<file path="src/rtl/sdram_port_arbiter.sv">
// Two-master (reader/writer) arbiter onto one SDRAM controller port; zero-latency pass-through once granted, 2-cycle grant switch via IDLE.
// Backpressure: controller waitrequest passes to the granted master; the other master, and a reader at MAX_PENDING outstanding reads, see wait=1.
module sdram_port_arbiter #(
  parameter int ADDR_W      = 25,
  parameter int DATA_W      = 16,
  parameter int MAX_BURST   = 32,
  parameter int MAX_PENDING = 7
) (
  input  logic              iCLK,
  input  logic              iRST,
  input  logic              iRD_REQ,
  input  logic [ADDR_W-1:0] iRD_ADDR,
  output logic              oRD_WAIT,
  output logic [DATA_W-1:0] oRD_DATA,
  output logic              oRD_DATAVALID,
  input  logic              iWR_REQ,
  input  logic [ADDR_W-1:0] iWR_ADDR,
  input  logic [DATA_W-1:0] iWR_DATA,
  output logic              oWR_WAIT,
  output logic [ADDR_W-1:0] oSLV_ADDR,
  output logic              oSLV_READ,
  output logic              oSLV_WRITE,
  output logic [DATA_W-1:0] oSLV_WRDATA,
  input  logic              iSLV_WAIT,
  input  logic [DATA_W-1:0] iSLV_RDDATA,
  input  logic              iSLV_RDVALID,
  output logic [1:0]        oGRANT,
  output logic              oERROR
);

  localparam int PW = $clog2(MAX_PENDING + 1);
  localparam int BW = $clog2(MAX_BURST + 1);
  localparam logic [PW-1:0] PEND_MAX  = PW'(MAX_PENDING);
  localparam logic [BW-1:0] BURST_MAX = BW'(MAX_BURST);

  typedef enum logic [1:0] {IDLE = 2'b00, RD = 2'b01, WR = 2'b10} state_t;

  state_t        state_q, state_d;
  logic          last_wr_q, last_wr_d;
  logic [PW-1:0] pending_q, pending_d;
  logic [BW-1:0] burst_q, burst_d;
  logic          error_q, error_d;
  logic          force_exit, rd_acc, wr_acc;

  always_ff @(posedge iCLK or posedge iRST) begin
    if (iRST) begin
      state_q   <= IDLE;
      last_wr_q <= 1'b1;
      pending_q <= '0;
      burst_q   <= '0;
      error_q   <= 1'b0;
    end else begin
      state_q   <= state_d;
      last_wr_q <= last_wr_d;
      pending_q <= pending_d;
      burst_q   <= burst_d;
      error_q   <= error_d;
    end
  end

  always_comb begin
    state_d     = state_q;
    last_wr_d   = last_wr_q;
    pending_d   = pending_q;
    burst_d     = burst_q;
    error_d     = error_q;
    oRD_WAIT    = 1'b1;
    oWR_WAIT    = 1'b1;
    oSLV_READ   = 1'b0;
    oSLV_WRITE  = 1'b0;
    oSLV_ADDR   = '0;
    oSLV_WRDATA = '0;
    // A full burst yields only when the other master is actually waiting.
    force_exit  = (burst_q == BURST_MAX) &&
                  (((state_q == RD) && iWR_REQ) || ((state_q == WR) && iRD_REQ));

    case (state_q)
      IDLE: begin
        // Reader wins ties unless it held the bus last; a write waits for reads to drain.
        if (iRD_REQ && (!iWR_REQ || last_wr_q)) begin
          state_d   = RD;
          last_wr_d = 1'b0;
        end else if (iWR_REQ && (pending_q == '0)) begin
          state_d   = WR;
          last_wr_d = 1'b1;
        end
      end
      RD: begin
        oSLV_ADDR = iRD_ADDR;
        if (force_exit || !iRD_REQ) state_d = IDLE;
        if (!force_exit) begin
          oSLV_READ = iRD_REQ && (pending_q != PEND_MAX);
          oRD_WAIT  = iSLV_WAIT || (pending_q == PEND_MAX);
        end
      end
      WR: begin
        oSLV_ADDR   = iWR_ADDR;
        oSLV_WRDATA = iWR_DATA;
        if (force_exit || !iWR_REQ) state_d = IDLE;
        if (!force_exit) begin
          oSLV_WRITE = iWR_REQ;
          oWR_WAIT   = iSLV_WAIT;
        end
      end
      default: state_d = IDLE;
    endcase

    rd_acc = oSLV_READ && !iSLV_WAIT;
    wr_acc = oSLV_WRITE && !iSLV_WAIT;

    // Stray read data never drives the counter below zero.
    if (rd_acc && !iSLV_RDVALID) begin
      pending_d = pending_q + 1'b1;
    end else if (!rd_acc && iSLV_RDVALID && (pending_q != '0)) begin
      pending_d = pending_q - 1'b1;
    end

    if ((iSLV_RDVALID && (pending_q == '0)) || (wr_acc && (pending_q != '0))) error_d = 1'b1;

    if (state_d == IDLE) begin
      burst_d = '0;
    end else if ((rd_acc || wr_acc) && (burst_q != BURST_MAX)) begin
      burst_d = burst_q + 1'b1;
    end
  end

  assign oGRANT        = state_q;
  assign oERROR        = error_q;
  assign oRD_DATA      = iSLV_RDDATA;
  assign oRD_DATAVALID = iSLV_RDVALID;

endmodule

</file>
<file path="config.mk">
export PLATFORM = sky130hd
export DESIGN_NAME = sdram_port_arbiter
export DESIGN_NICKNAME = d
export VERILOG_FILES = /design/src/rtl/sdram_port_arbiter.sv
export SDC_FILE = /design/constraint.sdc
export NUM_CORES = 1
export LEC_CHECK = 0
export ABC_CLOCK_PERIOD_IN_PS = 2300
export BUFFER_PORTS_ARGS = -buffer_cell sky130_fd_sc_hd__buf_2
export CORE_AREA = 3 3 86 64
export CTS_BUF_LIST = sky130_fd_sc_hd__clkbuf_8
export DETAILED_ROUTE_END_ITERATION = 10
export DIE_AREA = 0 0 89 67
export PLACE_DENSITY = 0.89
export SLEW_MARGIN = 10
export SYNTH_ARGS = -nofsm -noshare
export SYNTH_HDL_FRONTEND = slang
export SYNTH_SLANG_ARGS = --single-unit
</file>
<file path="constraint.sdc">
create_clock -name iCLK -period 2.3 [get_ports iCLK]
set_input_delay 0.115 -clock iCLK [delete_from_list [all_inputs] [get_ports iCLK]]
set_output_delay 0.115 -clock iCLK [all_outputs]
set_load 0.01 [all_outputs]
</file>
==> impl_metrics.csv, run 1 <==
group,metric,value,unit
min_path,min_path_type,"primary input to primary output",
global_route,grt_pass1_vias,1534,
critical_path,path_max_fanout,4,
floorplan,die_h,67,microns
sta,drv_slew,0,
power_and_ir_drop,max-vdd-ir-drop,449.4,uV
synth,netlist_instances,198,
drt,drt_iter0_drc,98,
sta,fin_hold_ws,230.0,ps
power_and_ir_drop,p_switching,963.2,uW
critical_path,cp.arrival,2410,ps
drt,wl_per_cell,13.78,microns
layout,seq_area,327.8,sq um
synth,netlist_area,1583,sq um
place,dp_hpwl,4086,microns
cts,cts_sinks,13,
synth,yosysWarnings,0,
power_and_ir_drop,internal_power,1167,uW
layout,antennaDiodeCount,0,
drt,drcViolationCount,0,
critical_path,path_buf_inv,1,
critical_path,crit_path_cell_trace,"inv_1, ha_2, or4b_4, nor2_4, or3_4, fa_2, nor2b_4, nand3_2, o21ai_1, mux2_4",
drt,vias,1856,
global_route,grt.total_usage,0.1523,
floorplan,fp.dieW,89,microns
job,maxCapViolCount,0,
critical_path,cp.required,2420,ps
cts,numCtsBuffers,3,
cts,root_buffer,"clkbuf_8",
synth,synth_fp_nets,293,
power_and_ir_drop,pwr-share-clk,0.095,
power_and_ir_drop,leakagePower,0.001187,uW
critical_path,ff2ff_setup_slack,10,ps
critical_path,crit_slowest_cell,"or3_4",
synth,synth_seq_area_share,0.2063,
power_and_ir_drop,p_comb_frac,0.750,
synth,synth.avg_cell_area,7.994,sq um
place,place_congestion,0.8602,
layout,nets,404,
global_route,grt_first_pass_wirelength,7134,microns
global_route,overflow,0,
power_and_ir_drop,pwr-share-seq,0.155,
synth,synth_cell_type_count,45,
critical_path,end_kind,"register",
critical_path,slowest_delay,380,ps
cts,clkLatencyLatePin,240,ps
drt,ant_nets,0,
floorplan,boundaryPins,153,
floorplan,rows,21,
global_route,grt_max_degree,45,
layout,multi_input_area,1095,sq um
drt,dr.pass1.iters,4,
cts,clockBufferDepth,2,
floorplan,die_area,5963,sq um
critical_path,crit_family,"simple AND/OR/NAND/NOR gates",
cts,cts_tree,"done",
synth,synth_edf_count,0,
global_route,antenna_found_initial,0,
sta,worst_slew_pin_slew,528.2,ps
layout,final_core_util,0.4860,
synth,ys.flop_type,"dfrtp_1",
critical_path,cp-start-kind,"register",
place,dp_slack,-17.02,ps
sta,period_share,0.9954,
critical_path,criticalPathCategory,"register to register",
cts,cts-htree-levels,1,
drt,via_per_inst,5.085,
sta,max_freq,436.8,MHz
layout,drive_above_1_share,0.5065,
place,portBuffers,120,
synth,async_flop_share,1.000,
sta,rsz0062_at_grt,"true",
sta,slew_headroom,0.6479,
sta,hold_viol_final,0,
layout,syn_to_final_growth,44.43,%
power_and_ir_drop,switching_share,0.4522,
place,dp_cells,357,
sta,fin_setup_tns,0,ps
layout,filler_cell_count,449,
cts,path_clk_slew,50,ps
floorplan,initial_core_util,0.3365,
synth,ys_ff_latch,13,
floorplan,core,4703,sq um
sta,finalClockSkew,1.146,ps
run_status,status,"finished, final reports clean",
sta,final.setup.worst_slack,10.68,ps
layout,final_cells,365,
sta,min_period,2289,ps
drt,wl,5029,microns
power_and_ir_drop,p_per_area,931.7,nW/um^2
sta,finalSetupViolCount,0,
## timing repair
action / 4_1_cts / 5_1_grt
gates cloned: 0 / 0
endpoints found under the hold margin: 12 / 0
resized for setup: 0 / 7
endpoints found under the setup margin: 1 / 1
hold buffers: 1 / 0
pin swaps: 0 / 3
setup buffers: 2 / 1
## power by group through the flow
stage,logic (uW),clock network [uW],registers [uW]
after floorplan,1020,0,374
after global placement,1510,0,336
after detailed placement,1540,0,343
after CTS,1580,209,329
after global routing,1770,221,337
final,1600,202,331
## worst paths after layout
kind,startpoint,endpoint,depth (start not counted)
worst max-delay path,burst_q[0]$_DFFE_PP0P_,pending_q[2]$_DFFE_PP0P_,10
worst min-delay path,iSLV_RDDATA[14],oRD_DATA[14],0
worst max register to register,burst_q[0]$_DFFE_PP0P_,pending_q[2]$_DFFE_PP0P_,10
worst min register to register,oERROR$_DFFE_PP0P_,oERROR$_DFFE_PP0P_,1
max in group asynchronous,iRST,oGRANT[0]$_DFF_PP0_,3
min in group asynchronous,iRST,oERROR$_DFFE_PP0P_,3
## synthesized netlist by cell type (4+ instances only)
master | count | area (sq um)
nor2b_1 | 29 | 181.4
a22oi_1 | 25 | 187.7
buf_4 | 17 | 127.6
and2_1 | 16 | 100.1
dfrtp_1 | 12 | 300.3
o21ai_0 | 12 | 60.06
inv_1 | 8 | 30.03
clkbuf_1 | 7 | 26.28
a21oi_1 | 6 | 30.03
ha_1 | 6 | 75.07
nand3_1 | 5 | 25.02
a31oi_1 | 4 | 25.02
nor2_1 | 4 | 15.01
## routing by layer
layer,vias up,part of all wire,global-route usage
met3,4,0.089,0.03708
met1,851,0.42,0.2075
met4,0,0.0054,0.01859
li1,910,-,-
met2,91,0.48,0.2500
met5,-,0,0
## logic make-up (layout without fill, tap and decap cells)
| logic type | count (synthesis) | in the layout | share of synthesized area |
|---|---|---|---|
| AOI/OAI and AO/OA | 63 | 63 | 0.2870 |
| xor gates and xnor gates | 3 | 3 | 0.01660 |
| adders and majority gates | 7 | 7 | 0.06008 |
| buffers and inverters | 37 | 147 | 0.1304 |
| DFF | 13 | 13 | 0.2063 |
| muxes | 4 | 4 | 0.02609 |
| and+or+nand+nor | 71 | 71 | 0.2735 |
## state kept, by name, indices dropped and copies added, names as in the netlist
name and count:
pending_q 3, burst_q 6, oGRANT 2, last_wr_q 1
oERROR 1
## cell usage in the layout (no fill, tap or decap), drive strengths merged, types with 2 or more instances in the layout
cell type / n
mux2i: 3
o211ai: 2
nor2: 6
ha: 6
buf: 134
dfrtp: 12
a31oi: 4
nand3: 5
o211a: 2
a21oi: 7
inv: 8
nand2: 3
clkbuf: 3
and2: 16
nor3: 4
nor2b: 29
o21ai: 13
a22oi: 25
o21a: 3
xnor2: 2
or3: 2
## final cells by class
| type | instances | share of cell area |
|---|---|---|
| Timing Repair Buffer | 135 | 0.3131 |
| Multi-Input combinational cell | 148 | 0.4789 |
| Sequential cell | 13 | 0.1434 |
| Inverter | 8 | 0.01314 |
| Clock buffer | 3 | 0.01806 |
| Tap cell | 57 | 0.03120 |
| Clock inverter | 1 | 0.002189 |
## worst register-to-register path, cell delays in order (launching register included)
cell,delay [ps]
dfrtp_1,360
inv_1,70
ha_2,180
or4b_4,230
nor2_4,40
or3_4,380
fa_2,370
nor2b_4,140
nand3_2,70
o21ai_1,60
mux2_4,280
## metrics by stage
step | instance area, sq um | total power [uW]
3_5_place_dp | 2186 | 1885
3_3_place_gp | 2186 | 1847
5_1_grt | 2286 | 2326
4_1_cts | 2257 | 2114
6_report | 2286 | 2130
2_1_floorplan | 1614 | 1396
Power figures use the tool's default switching activity.
==> run 2: changes to the inputs <==
==> constraint.sdc (replaced) <==
create_clock -name iCLK -period 2.3 [get_ports iCLK]
set_input_delay 0.115 -clock iCLK [delete_from_list [all_inputs] [get_ports iCLK]]
set_output_delay 0.115 -clock iCLK [all_outputs]
set_load 0.005 [all_outputs]
==> impl_metrics.csv, run 2 (synthesis gave the netlist of run 1 again) <==
group,metric,value,unit
floorplan,fp.dieW,89,microns
critical_path,cp.required,2430,ps
sta,drv_slew,0,
drt,wl,5580,microns
layout,nets,409,
floorplan,core,4703,sq um
power_and_ir_drop,power,2153,uW
layout,syn_to_final_growth,48.06,%
layout,largest_reg_flops,6,
sta,hold_viol_final,0,
layout,filler_cell_count,463,
cts,numCtsBuffers,3,
sta,min_period,2256,ps
layout,seq_area,326.6,sq um
cts,clockBufferDepth,2,
floorplan,rows,21,
cts,path_clk_slew,60,ps
global_route,grt_pass1_vias,1627,
place,dp_hpwl,4254,microns
layout,drive_above_1_share,0.5176,
power_and_ir_drop,max-vdd-ir-drop,322.7,uV
floorplan,die_h,67,microns
layout,mostFrequentLayoutCell,"buf_2",
drt,wl_per_cell,15.08,microns
global_route,grt_max_degree,45,
drt,drcViolationCount,0,
drt,drt_iter0_drc,94,
layout,final_core_util,0.4983,
drt,dr.pass1.iters,5,
cts,cts-htree-levels,1,
global_route,antenna_found_initial,0,
sta,max_freq,443.3,MHz
sta,worst_slew_pin_slew,582.6,ps
sta,finalClockSkew,1.963,ps
critical_path,path_max_fanout,3,
cts,root_buffer,"clkbuf_8",
power_and_ir_drop,leakagePower,0.001218,uW
layout,design_area,2344,sq um
global_route,grt_first_pass_wirelength,7776,microns
drt,vias,1949,
place,dp_cells,358,
floorplan,boundaryPins,153,
place,portBuffers,120,
cts,cts_sinks,13,
critical_path,crit_slowest_cell,"or3_4",
sta,slew_headroom,0.6116,
critical_path,crit_path_cell_trace,"inv_2, ha_4, or4b_4, nor2_4, or3_4, fa_2, nor2b_4, nand3_2, o21ai_1, mux2_4",
power_and_ir_drop,p_per_area,918.7,nW/um^2
critical_path,cp.arrival,2390,ps
drt,via_per_inst,5.268,
run_status,status,"finished, final reports clean",
layout,final_cell_mix,"buf_2 (120), nor2b_1 (28), a22oi_1 (25), buf_4 (19), and2_1 (16)",
min_path,min_path_type,"primary input to register",
floorplan,initial_core_util,0.3365,
layout,final_cells,370,
floorplan,die_area,5963,sq um
critical_path,criticalPathCategory,"register to register",
sta,finalSetupViolCount,0,
cts,clkLatencyLatePin,250,ps
sta,final.setup.worst_slack,44.25,ps
layout,regMostFlops,"burst_q",
sta,period_share,0.9808,
place,placed_cell_area,2192,sq um
place,place_congestion,0.9183,
layout,antennaDiodeCount,0,
place,dp_slack,-6.904,ps
drt,ant_nets,0,
layout,multi_input_area,1117,sq um
job,maxCapViolCount,0,
cts,cts_tree,"done",
critical_path,slowest_delay,380,ps
global_route,grt.total_usage,0.1651,
critical_path,cp-start-kind,"register",
critical_path,end_kind,"register",
global_route,overflow,0,
-- run 2: area by class of cell --
class | count | share of cell area
Clock buffer | 3 | 0.01762
Clock inverter | 1 | 0.001602
Inverter | 8 | 0.01281
Multi-Input combinational cell | 148 | 0.4768
Sequential cell | 13 | 0.1393
Tap cell | 57 | 0.03043
Timing Repair Buffer | 140 | 0.3214
-- run 2: power by group --
part | internal, uW | switching, uW
Sequential | 293 | 42.4
Clock | 118 | 86.1
Combinational | 797 | 816
Total | 1210 | 944
-- run 2: layer usage --
metal  wire (microns)  vias to the layer above  track usage
met4               44                        0      0.02602
met1             2217                      942       0.2196
met3              448                        7      0.05068
li1                 -                      919            -
met5                0                        -            0
met2             2870                       81       0.2667
-- run 2: path summary, 6_finish.rpt --
path	start	to	slack (ps)	depth (start not counted)
max reg2reg	burst_q[1]$_DFFE_PP0P_	pending_q[2]$_DFFE_PP0P_	40	10
max in group asynchronous	iRST	last_wr_q$_DFFE_PP1P_	1490	3
min in group asynchronous	iRST	pending_q[2]$_DFFE_PP0P_	450	3
min	iSLV_RDVALID	oERROR$_DFFE_PP0P_	220	2
min reg2reg	oERROR$_DFFE_PP0P_	oERROR$_DFFE_PP0P_	460	1
max	burst_q[1]$_DFFE_PP0P_	pending_q[2]$_DFFE_PP0P_	40	10
-- run 2: what timing repair did --
action / in CTS / in global routing
endpoints found under the hold margin: 12 / 0
gates resized for setup: 0 / 12
endpoints found under the setup margin: 1 / 1
pin swaps: 0 / 5
setup buffers: 2 / 5
hold buffers: 1 / 0
-- run 2: worst max-delay path: cells and delay by family, from the launching register on --
family | cells | cell delay [ps]
DFF | 1 | 370
muxes | 1 | 280
buffers and inverters | 1 | 60
adders and majority gates | 2 | 530
AOI/OAI and AO/OA | 1 | 60
and+or+nand+nor | 5 | 840
-- run 2: stage by stage --
step,TNS [ps],hold WS [ps]
3_3_place_gp,0,174.9
6_report,0,221.8
4_1_cts,0,198.0
2_1_floorplan,-4.158,-8.757
5_1_grt,-29.83,230.0
3_5_place_dp,-6.904,183.9
==> run 3: changes to the inputs <==
--- a/config.mk
+++ b/config.mk
@@ -5,7 +5,7 @@
 export SDC_FILE = /design/constraint.sdc
 export NUM_CORES = 1
 export LEC_CHECK = 0
-export ABC_CLOCK_PERIOD_IN_PS = 2300
+export ABC_CLOCK_PERIOD_IN_PS = 1900
 export BUFFER_PORTS_ARGS = -buffer_cell sky130_fd_sc_hd__buf_2
 export CORE_AREA = 3 3 86 64
 export CTS_BUF_LIST = sky130_fd_sc_hd__clkbuf_8
==> constraint.sdc (replaced) <==
create_clock -name iCLK -period 1.9 [get_ports iCLK]
set_input_delay 0.095 -clock iCLK [delete_from_list [all_inputs] [get_ports iCLK]]
set_output_delay 0.095 -clock iCLK [all_outputs]
set_load 0.005 [all_outputs]
==> impl_metrics.csv, run 3 (synthesis gave the netlist of run 1 again) <==
group,metric,value,unit
power_and_ir_drop,pwr-share-seq,0.155,
sta,drv_slew,0,
sta,finalSetupViolCount,13,
sta,rsz0062_at_grt,"true",
drt,drt_iter0_drc,95,
place,place_congestion,0.8914,
power_and_ir_drop,leakagePower,0.001295,uW
critical_path,crit_path_cell_trace,"inv_2, ha_4, or4b_4, nor2_4, or3_4, fa_2, nor2b_4, nand3_1, o21ai_0, mux2_2",
drt,ant_nets,0,
critical_path,slowest_delay,360,ps
layout,largest_reg_flops,6,
sta,period_share,1.152,
drt,wl_per_cell,15.07,microns
cts,clkLatencyLatePin,250,ps
job,maxCapViolCount,0,
power_and_ir_drop,p_comb_frac,0.751,
place,dp_slack,-369.7,ps
power_and_ir_drop,max-vdd-ir-drop,495.0,uV
critical_path,criticalPathCategory,"register to register",
layout,syn_to_final_growth,58.58,%
drt,drcViolationCount,0,
cts,cts_sinks,13,
global_route,grt_first_pass_wirelength,8266,microns
layout,mostFrequentLayoutCell,"buf_2",
critical_path,cp.arrival,2330,ps
sta,worst_slew_pin_slew,564.4,ps
cts,cts_tree,"done",
floorplan,fp.dieW,89,microns
drt,via_per_inst,5.018,
critical_path,crit_slowest_cell,"dfrtp_1",
global_route,antenna_found_initial,0,
floorplan,rows,21,
global_route,grt_max_degree,46,
floorplan,core,4703,sq um
power_and_ir_drop,p_switching,1216,uW
global_route,grt.total_usage,0.1787,
sta,final.setup.worst_slack,-289.0,ps
sta,hold_viol_final,0,
sta,fin_setup_tns,-2176,ps
layout,regMostFlops,"burst_q",
sta,slew_headroom,0.6233,
layout,antennaDiodeCount,0,
sta,max_freq,456.8,MHz
run_status,failed_checks,"setup timing",
cts,root_buffer,"clkbuf_8",
place,portBuffers,120,
global_route,grt_pass1_vias,1700,
place,dp_hpwl,4703,microns
critical_path,crit_family,"simple AND/OR/NAND/NOR gates",
min_path,min_path_type,"primary input to primary output",
drt,dr.pass1.iters,4,
floorplan,die_h,67,microns
critical_path,path_max_fanout,2,
cts,cts-htree-levels,1,
floorplan,boundaryPins,153,
cts,path_clk_slew,70,ps
run_status,status,"complete, but fails checks",
drt,vias,1937,
critical_path,cp-start-kind,"register",
drt,wl,5818,microns
cts,clockBufferDepth,2,
sta,finalClockSkew,7.760,ps
floorplan,initial_core_util,0.3365,
layout,final_cell_mix,"buf_2 (120), buf_4 (34), nor2b_1 (27), a22oi_1 (25), and2_1 (16)",
layout,drive_above_1_share,0.5623,
critical_path,end_kind,"register",
sta,min_period,2189,ps
floorplan,die_area,5963,sq um
layout,nets,425,
cts,numCtsBuffers,3,
critical_path,cp.required,2040,ps
critical_path,path_buf_inv,1,
power_and_ir_drop,internal_power,1547,uW
global_route,overflow,0,
power_and_ir_drop,pwr-share-clk,0.094,
power_and_ir_drop,p_per_area,1101,nW/um^2
power_and_ir_drop,switching_share,0.4401,
==> run 3: worst paths after layout <==
kind	start	end	slack [ps]	cells after the start
worst max-delay path	burst_q[0]$_DFFE_PP0P_	pending_q[2]$_DFFE_PP0P_	-290	10
max in group asynchronous	iRST	oGRANT[1]$_DFF_PP0_	1050	3
worst min register to register	oERROR$_DFFE_PP0P_	oERROR$_DFFE_PP0P_	470	1
min in group asynchronous	iRST	oERROR$_DFFE_PP0P_	440	3
worst max register to register	burst_q[0]$_DFFE_PP0P_	pending_q[2]$_DFFE_PP0P_	-290	10
worst min-delay path	iSLV_RDDATA[0]	oRD_DATA[0]	190	0
==> run 3: area by class of cell <==
class                           count  area (sq um)
Sequential cell                    13         327.8
Timing Repair Buffer              156         877.1
Clock buffer                        3         41.29
Fill cell                         441          2193
Inverter                            8         30.03
Tap cell                           57         71.32
Multi-Input combinational cell    148          1159
Clock inverter                      1         3.754
==> run 3: through the flow <==
stage	instances	util	cell area (sq um)	total power, uW	hold slack [ps]
finish	386	0.5337	2510	2763	190.0
global route	386	0.5337	2510	3000	190.0
CTS	386	0.5278	2482	2733	190.0
detailed placement	380	0.5065	2382	2367	179.4
global placement	380	0.5065	2382	2285	153.4
floorplan	198	-	1638	1602	-28.76
==> run 3: power groups by stage <==
stage	Sequential, uW	Combinational [uW]	Clock (uW)
floorplan	448	1150	0
global placement	408	1880	0
detailed placement	412	1950	0
CTS	416	2050	263
global route	441	2280	279
finish	429	2080	259
==> run 3: repair_timing <==
action                                  CTS  global route
endpoints found under the setup margin   12            15
pin swaps                                 6             0
resized for setup                        11             4
hold buffers                              1             0
endpoints found under the hold margin    12             0
setup buffers                             1             0
==> run 3: per-layer routing <==
layer,up-vias,share of wire,GRT usage
met3,5,0.084,0.05068
met4,0,0.0031,0.02602
met1,897,0.43,0.2504
met2,88,0.48,0.2769
li1,947,-,-
met5,-,0,0
